[config.mk]
export PLATFORM = sky130hd
export DESIGN_NAME = path_tracer
export DESIGN_NICKNAME = d
export VERILOG_FILES = /design/src/rtl/path_tracer.sv
export SDC_FILE = /design/constraint.sdc
export NUM_CORES = 1
export LEC_CHECK = 0
export ABC_AREA = 1
export CORE_MARGIN = 4
export CORE_UTILIZATION = 48
export DETAILED_ROUTE_END_ITERATION = 10
export PLACE_DENSITY = 0.89
export SKIP_CTS_REPAIR_TIMING = 1
export SYNTH_ARGS = -nofsm -noshare
export SYNTH_HDL_FRONTEND = slang
export SYNTH_SLANG_ARGS = --single-unit
[constraint.sdc]
create_clock -name clock -period 4.7 [get_ports clock]
set_input_delay 0.705 -clock clock [delete_from_list [all_inputs] [get_ports clock]]
set_output_delay 0.705 -clock clock [all_outputs]
set_load 0.05 [all_outputs]
[src/rtl/path_tracer.sv]
// +------------------------------------------------------------------------+
// | path_tracer: walks a predecessor map from dest_node back to source_node |
// | and streams the path over valid/ready. Optional PATH_TRACER_REVERSE_EN  |
// | buffers the walk in a stack and streams source-first.                   |
// | Revision: 1.0                                                           |
// +------------------------------------------------------------------------+
`default_nettype none

`ifndef DEFAULT_MAX_NODES
`define DEFAULT_MAX_NODES 8
`endif
`ifndef DEFAULT_INDEX_WIDTH
`define DEFAULT_INDEX_WIDTH 4
`endif
`ifndef UNVISITED
`define UNVISITED '1
`endif

module path_tracer #(
  parameter int MAX_NODES   = `DEFAULT_MAX_NODES,
  parameter int INDEX_WIDTH = `DEFAULT_INDEX_WIDTH
) (
  input  logic                             clock,
  input  logic                             reset,
  input  logic                             start,
  input  logic [INDEX_WIDTH-1:0]           source_node,
  input  logic [INDEX_WIDTH-1:0]           dest_node,
  input  logic [INDEX_WIDTH*MAX_NODES-1:0] prev_vector_flattened,
  output logic [INDEX_WIDTH-1:0]           path_node,
  output logic                             path_valid,
  input  logic                             path_ready,
  output logic                             path_last,
  output logic [INDEX_WIDTH:0]             path_length,
  output logic                             busy,
  output logic                             done,
  output logic                             error
);

  localparam int                   c_stw       = $clog2(MAX_NODES + 1);
  localparam logic [c_stw-1:0]     c_max_steps = c_stw'(MAX_NODES);
  localparam logic [INDEX_WIDTH:0] c_max_nodes = (INDEX_WIDTH + 1)'(MAX_NODES);

  typedef enum logic [2:0] {
    S_IDLE   = 3'd0,
    S_CHECK  = 3'd1,
    S_EMIT   = 3'd2,
    S_FINISH = 3'd3,
    S_FAIL   = 3'd4
  } state_t;

  state_t                 r_state;
  state_t                 w_state_next;
  logic [INDEX_WIDTH-1:0] r_cur;
  logic [INDEX_WIDTH-1:0] r_src;
  logic [c_stw-1:0]       r_steps;
  logic [INDEX_WIDTH-1:0] w_prev_cur;
  logic                   w_check_ok;
  logic                   w_at_src;
  logic                   w_fire;

  // Predecessor of the current node, read from the live map.
  always_comb begin
    w_prev_cur = '0;
    for (int j = 0; j < MAX_NODES; j++) begin
      if (r_cur == INDEX_WIDTH'(j)) begin
        w_prev_cur = prev_vector_flattened[INDEX_WIDTH*j +: INDEX_WIDTH];
      end
    end
  end

  assign w_at_src   = (r_cur == r_src);
  assign w_check_ok = ({1'b0, r_cur} < c_max_nodes) &&
                      (r_steps != c_max_steps) &&
                      (w_at_src || (w_prev_cur != `UNVISITED));
  assign w_fire     = path_valid && path_ready;

`ifdef PATH_TRACER_REVERSE_EN
  logic [INDEX_WIDTH-1:0] r_stack [MAX_NODES];
  logic [INDEX_WIDTH-1:0] w_top;

  // r_steps doubles as the stack pointer: it counts pushes, then pops.
  always_comb begin
    w_top = '0;
    for (int j = 0; j < MAX_NODES; j++) begin
      if (r_steps == c_stw'(j + 1)) begin
        w_top = r_stack[j];
      end
    end
  end
`endif

  always_ff @(posedge clock or negedge reset) begin
    if (!reset) begin
      r_state <= S_IDLE;
    end else begin
      r_state <= w_state_next;
    end
  end

  always_comb begin
    w_state_next = r_state;
    done         = 1'b0;
    case (r_state)
      S_IDLE: begin
        if (start) w_state_next = S_CHECK;
      end
      S_CHECK: begin
        if (!w_check_ok) begin
          w_state_next = S_FAIL;
`ifdef PATH_TRACER_REVERSE_EN
        end else if (w_at_src) begin
          w_state_next = S_EMIT;
`else
        end else begin
          w_state_next = S_EMIT;
`endif
        end
      end
      S_EMIT: begin
        if (w_fire && path_last) begin
          w_state_next = S_FINISH;
`ifndef PATH_TRACER_REVERSE_EN
        end else if (w_fire) begin
          w_state_next = S_CHECK;
`endif
        end
      end
      S_FINISH: begin
        done         = 1'b1;
        w_state_next = S_IDLE;
      end
      S_FAIL: begin
        done         = 1'b1;
        w_state_next = S_IDLE;
      end
      default: w_state_next = S_IDLE;
    endcase
  end

  always_ff @(posedge clock or negedge reset) begin
    if (!reset) begin
      r_cur       <= '0;
      r_src       <= '0;
      r_steps     <= '0;
      path_node   <= '0;
      path_valid  <= 1'b0;
      path_last   <= 1'b0;
      path_length <= '0;
      busy        <= 1'b0;
      error       <= 1'b0;
    end else begin
      case (r_state)
        S_IDLE: begin
          if (start) begin
            r_cur       <= dest_node;
            r_src       <= source_node;
            r_steps     <= '0;
            path_length <= '0;
            error       <= 1'b0;
            busy        <= 1'b1;
          end
        end
        S_CHECK: begin
          if (w_check_ok) begin
`ifdef PATH_TRACER_REVERSE_EN
            r_steps <= r_steps + c_stw'(1);
            if (!w_at_src) r_cur <= w_prev_cur;
`else
            path_node  <= r_cur;
            path_valid <= 1'b1;
            path_last  <= w_at_src;
`endif
          end
        end
        S_EMIT: begin
          if (w_fire) begin
            path_valid  <= 1'b0;
            path_last   <= 1'b0;
            path_length <= path_length + (INDEX_WIDTH + 1)'(1);
`ifndef PATH_TRACER_REVERSE_EN
            r_steps     <= r_steps + c_stw'(1);
            if (!path_last) r_cur <= w_prev_cur;
`endif
          end
`ifdef PATH_TRACER_REVERSE_EN
          // Pop the next node once the previous beat has been taken.
          else if (!path_valid && (r_steps != '0)) begin
            path_node  <= w_top;
            path_valid <= 1'b1;
            path_last  <= (r_steps == c_stw'(1));
            r_steps    <= r_steps - c_stw'(1);
          end
`endif
        end
        S_FINISH: begin
          busy <= 1'b0;
        end
        S_FAIL: begin
          busy       <= 1'b0;
          error      <= 1'b1;
          path_valid <= 1'b0;
          path_last  <= 1'b0;
        end
        default: ;
      endcase
    end
  end

`ifdef PATH_TRACER_REVERSE_EN
  always_ff @(posedge clock or negedge reset) begin
    if (!reset) begin
      for (int j = 0; j < MAX_NODES; j++) r_stack[j] <= '0;
    end else if ((r_state == S_CHECK) && w_check_ok) begin
      for (int j = 0; j < MAX_NODES; j++) begin
        if (r_steps == c_stw'(j)) r_stack[j] <= r_cur;
      end
    end
  end
`endif

endmodule

`default_nettype wire

==> reports/results.env <==
SYNTH_AREA_LEADERS='dfrtp_1 43%, nand2_1 15%, inv_1 6.2%'
TIMING.CLOCK.SKEW_PS=7.15
CTSLONGESTPATHBUFFERS=2
MAXSLEWHEADROOM=0.601
MULTIINPUTGATEAREA_UM2=805
FINISH.INSTANCE_AREA_MM2=0.00230
SETUP-VIOLATIONS-FINAL=0
FINAL_HOLD_VIOL_COUNT=0
POST_SYNTHESIS_TO_FINAL_LAYOUT_AREA_GROWTH_PCT=41.1
INITIAL_ANTENNA_VIOLATION_COUNT=0
NUMCLOCKSINKS=28
CTS.HTREE.LEVELS=1
DRIVE_ABOVE_1_SHARE=0.0530
VIAS_PER_CELL=4.95
DRT_ITER0_DRC=75
MAPPED_NETS=270
PORTBUFFERS=57
AVGSYNTHCELLAREA_UM2=7.31
WORST_HOLD_PATH_TYPE='flop to flop'
CHIPWIDTH_UM=66.3
CP_DATA_REQUIRED_TIME_PS=3990
FINAL_MIN_PERIOD_OVER_CLOCK_PERIOD=0.563
DR_TOTAL_VIAS=1619
RSZ0062_AT_GRT='false'
DRC=0
DP_CELLS=323
TIMING.FINAL.CRIT_PERIOD_PS=2650
DIE_H_UM=66.3
MAPPEDNETLISTAREA_MM2=0.00163
IR_WORST_VDD_V=0.000344
BOUNDARYPINS=58
GRT_PASS1_VIAS=1583
MOSTFREQUENTLAYOUTCELL='nand2_1'
KIND_OF_CRITICAL_PATH='flop to output pin'
GLOBAL_ROUTE_WIRE_LENGTH_BEFORE_REPAIR_MM=7.16
DIE_AREA_MM2=0.00439
WORST-ENDPOINT-ARRIVAL_PS=1940
OUTCOME='complete, no violations'
EFFECTIVE_UTILIZATION_AT_FLOORPLAN=0.517
CLK_LATENCY_PS=340
CTS_BUFFERS=3
DRT_WL_TOTAL_MM=4.41
DP_HPWL_MM=3.52
SYNTH-SEQ-AREA-SHARE=0.430
GRT_OVERFLOW_TOTAL=0
POWERDENSITY_mW_PER_MM2=546
WORSTSETUPENDPOINTTYPE='output pin'
SYNTH.TOP_CELL.AREA_SHARE=0.430
GRT_MAX_DEGREE=29
FINAL_CELL_MIX='66 x nand2_1, 57 x clkdlybuf4s50_1, 28 x dfrtp_1, 27 x inv_1, 20 x nand3_1'
CORE.ROWCOUNT=20
SYNTHDISTINCTLIBCELLS=27
YOSYSWARNINGS=0
SYNTH_AREA_LEADER_CELL='dfrtp_1'
WORST_PIN_SLEW_PS=596
POST_DRT_WL_PER_CELL_UM=13.5
START_KIND='flop'
NNETSFINAL=331
CAP_VIOL_MAX_COUNT=0
PLACEABLECOREAREA_MM2=0.00315
FINALNONFILLERCELLS=327
GR-USAGE-ALL-LAYERS=0.212
CELLLEAKAGEPOWER_nW=1.10
CRITICAL_PATH_PEAK_FANOUT=6
POST_SYNTHESIS_REGISTER_BIT_COUNT=28
ANTENNA_LEFT=0
GP_ROUTABILITY_CONGESTION=0.865
CLOCK_TREE.ROOT_CELL='clkbuf_4'
TIMING.FMAX_MHz=378
FILLCELLCOUNT=261
NUM_ANTENNA_CELLS=0
AREA.SEQUENTIAL_UM2=701
CTS_TREE='yes'
DRV_SLEW=0
CTS.CLK_SLEW.WORST_PATHS_PS=150
TIMING.SETUP.TNS_PS=0
NUMBER_OF_CELLS_PRODUCED_BY_SYNTHESIS=223
DR.PASS1.ITERS=5
PLACEDINSTANCEAREA_MM2=0.00225
==> power by group <==
group	total [mW]	internal [mW]	switching, mW
clock	0.159	0.0864	0.0727
sequential	0.403	0.319	0.0836
combinational	0.695	0.247	0.448
==> Yosys cell counts <==
cell	number
ha_1	3
dfrtp_1	28
or2_2	3
inv_2	2
nor2_1	17
nor3_1	5
nor4_1	1
xnor2_1	3
a211oi_1	1
buf_2	1
nand3_2	1
inv_1	27
or2_0	3
o31ai_1	1
o21ai_0	15
nand2_1	66
xor2_1	3
nand3_1	20
and3_1	1
a22o_1	1
o211ai_1	2
nor2_2	4
buf_6	1
o22ai_1	1
nand4_1	4
nand3b_1	1
a21oi_1	8
==> per-layer routing <==
layer,global-route usage,vias up,part of all wire
met5,0,-,0
met4,0.0787,0,0.022
met3,0.0391,9,0.056
met2,0.340,44,0.49
met1,0.282,730,0.43
li1,-,836,-
==> final cells by class <==
cell class,instances,area share
multi-input cells,164,0.350
flip-flops and latches,28,0.305
repair buffers,58,0.251
inverters,29,0.0473
well taps,44,0.0239
clock inverters,1,0.0131
clock buffers,3,0.00979
==> state kept, by name (all words and copies together) (netlist names), 3 cells and up <==
name and cells:
path_length 5, path_node 4, r_cur 4, r_src 4
r_steps 4, r_state 3
==> worst paths after layout <==
path,slack (ps),to,cells past startpoint,from
worst max-delay path,2050,done,4,r_state[1]
worst min-delay path,490,r_steps[3],1,r_steps[3]
worst max register to register,2270,path_last,13,r_cur[2]
worst min register to register,490,r_steps[3],1,r_steps[3]
max in group asynchronous,3720,r_cur[1],2,reset
min in group asynchronous,720,r_steps[0],2,reset
==> through the flow <==
stage                     hold slack, ps  total power, mW  utilization  setup slack (ps)
after floorplan                      409            0.894            -              2830
after global routing                 521             1.37        0.729              1890
final                                491             1.26        0.729              2050
after detailed placement             466             1.10        0.713              2120
after global placement               451             1.08        0.713              2260
after CTS                            492             1.26        0.729              2040
==> critical path, cell delays in order, from the launching register on <==
cell and delay [ps]:
dfrtp_1 460, inv_1 110, nand3_1 140, nand2_1 100, clkdlybuf4s50_1 800
==> logic make-up after synthesis <==
group,Yosys count,synth area share
xor gates and xnor gates,6,0.0322
and+or+nand+nor,126,0.340
adders and majority gates,3,0.0230
buffers and inverters,31,0.0767
DFF,28,0.430
AOI/OAI and AO/OA,29,0.0982
Note: power is estimated with default switching activity, not from simulation.
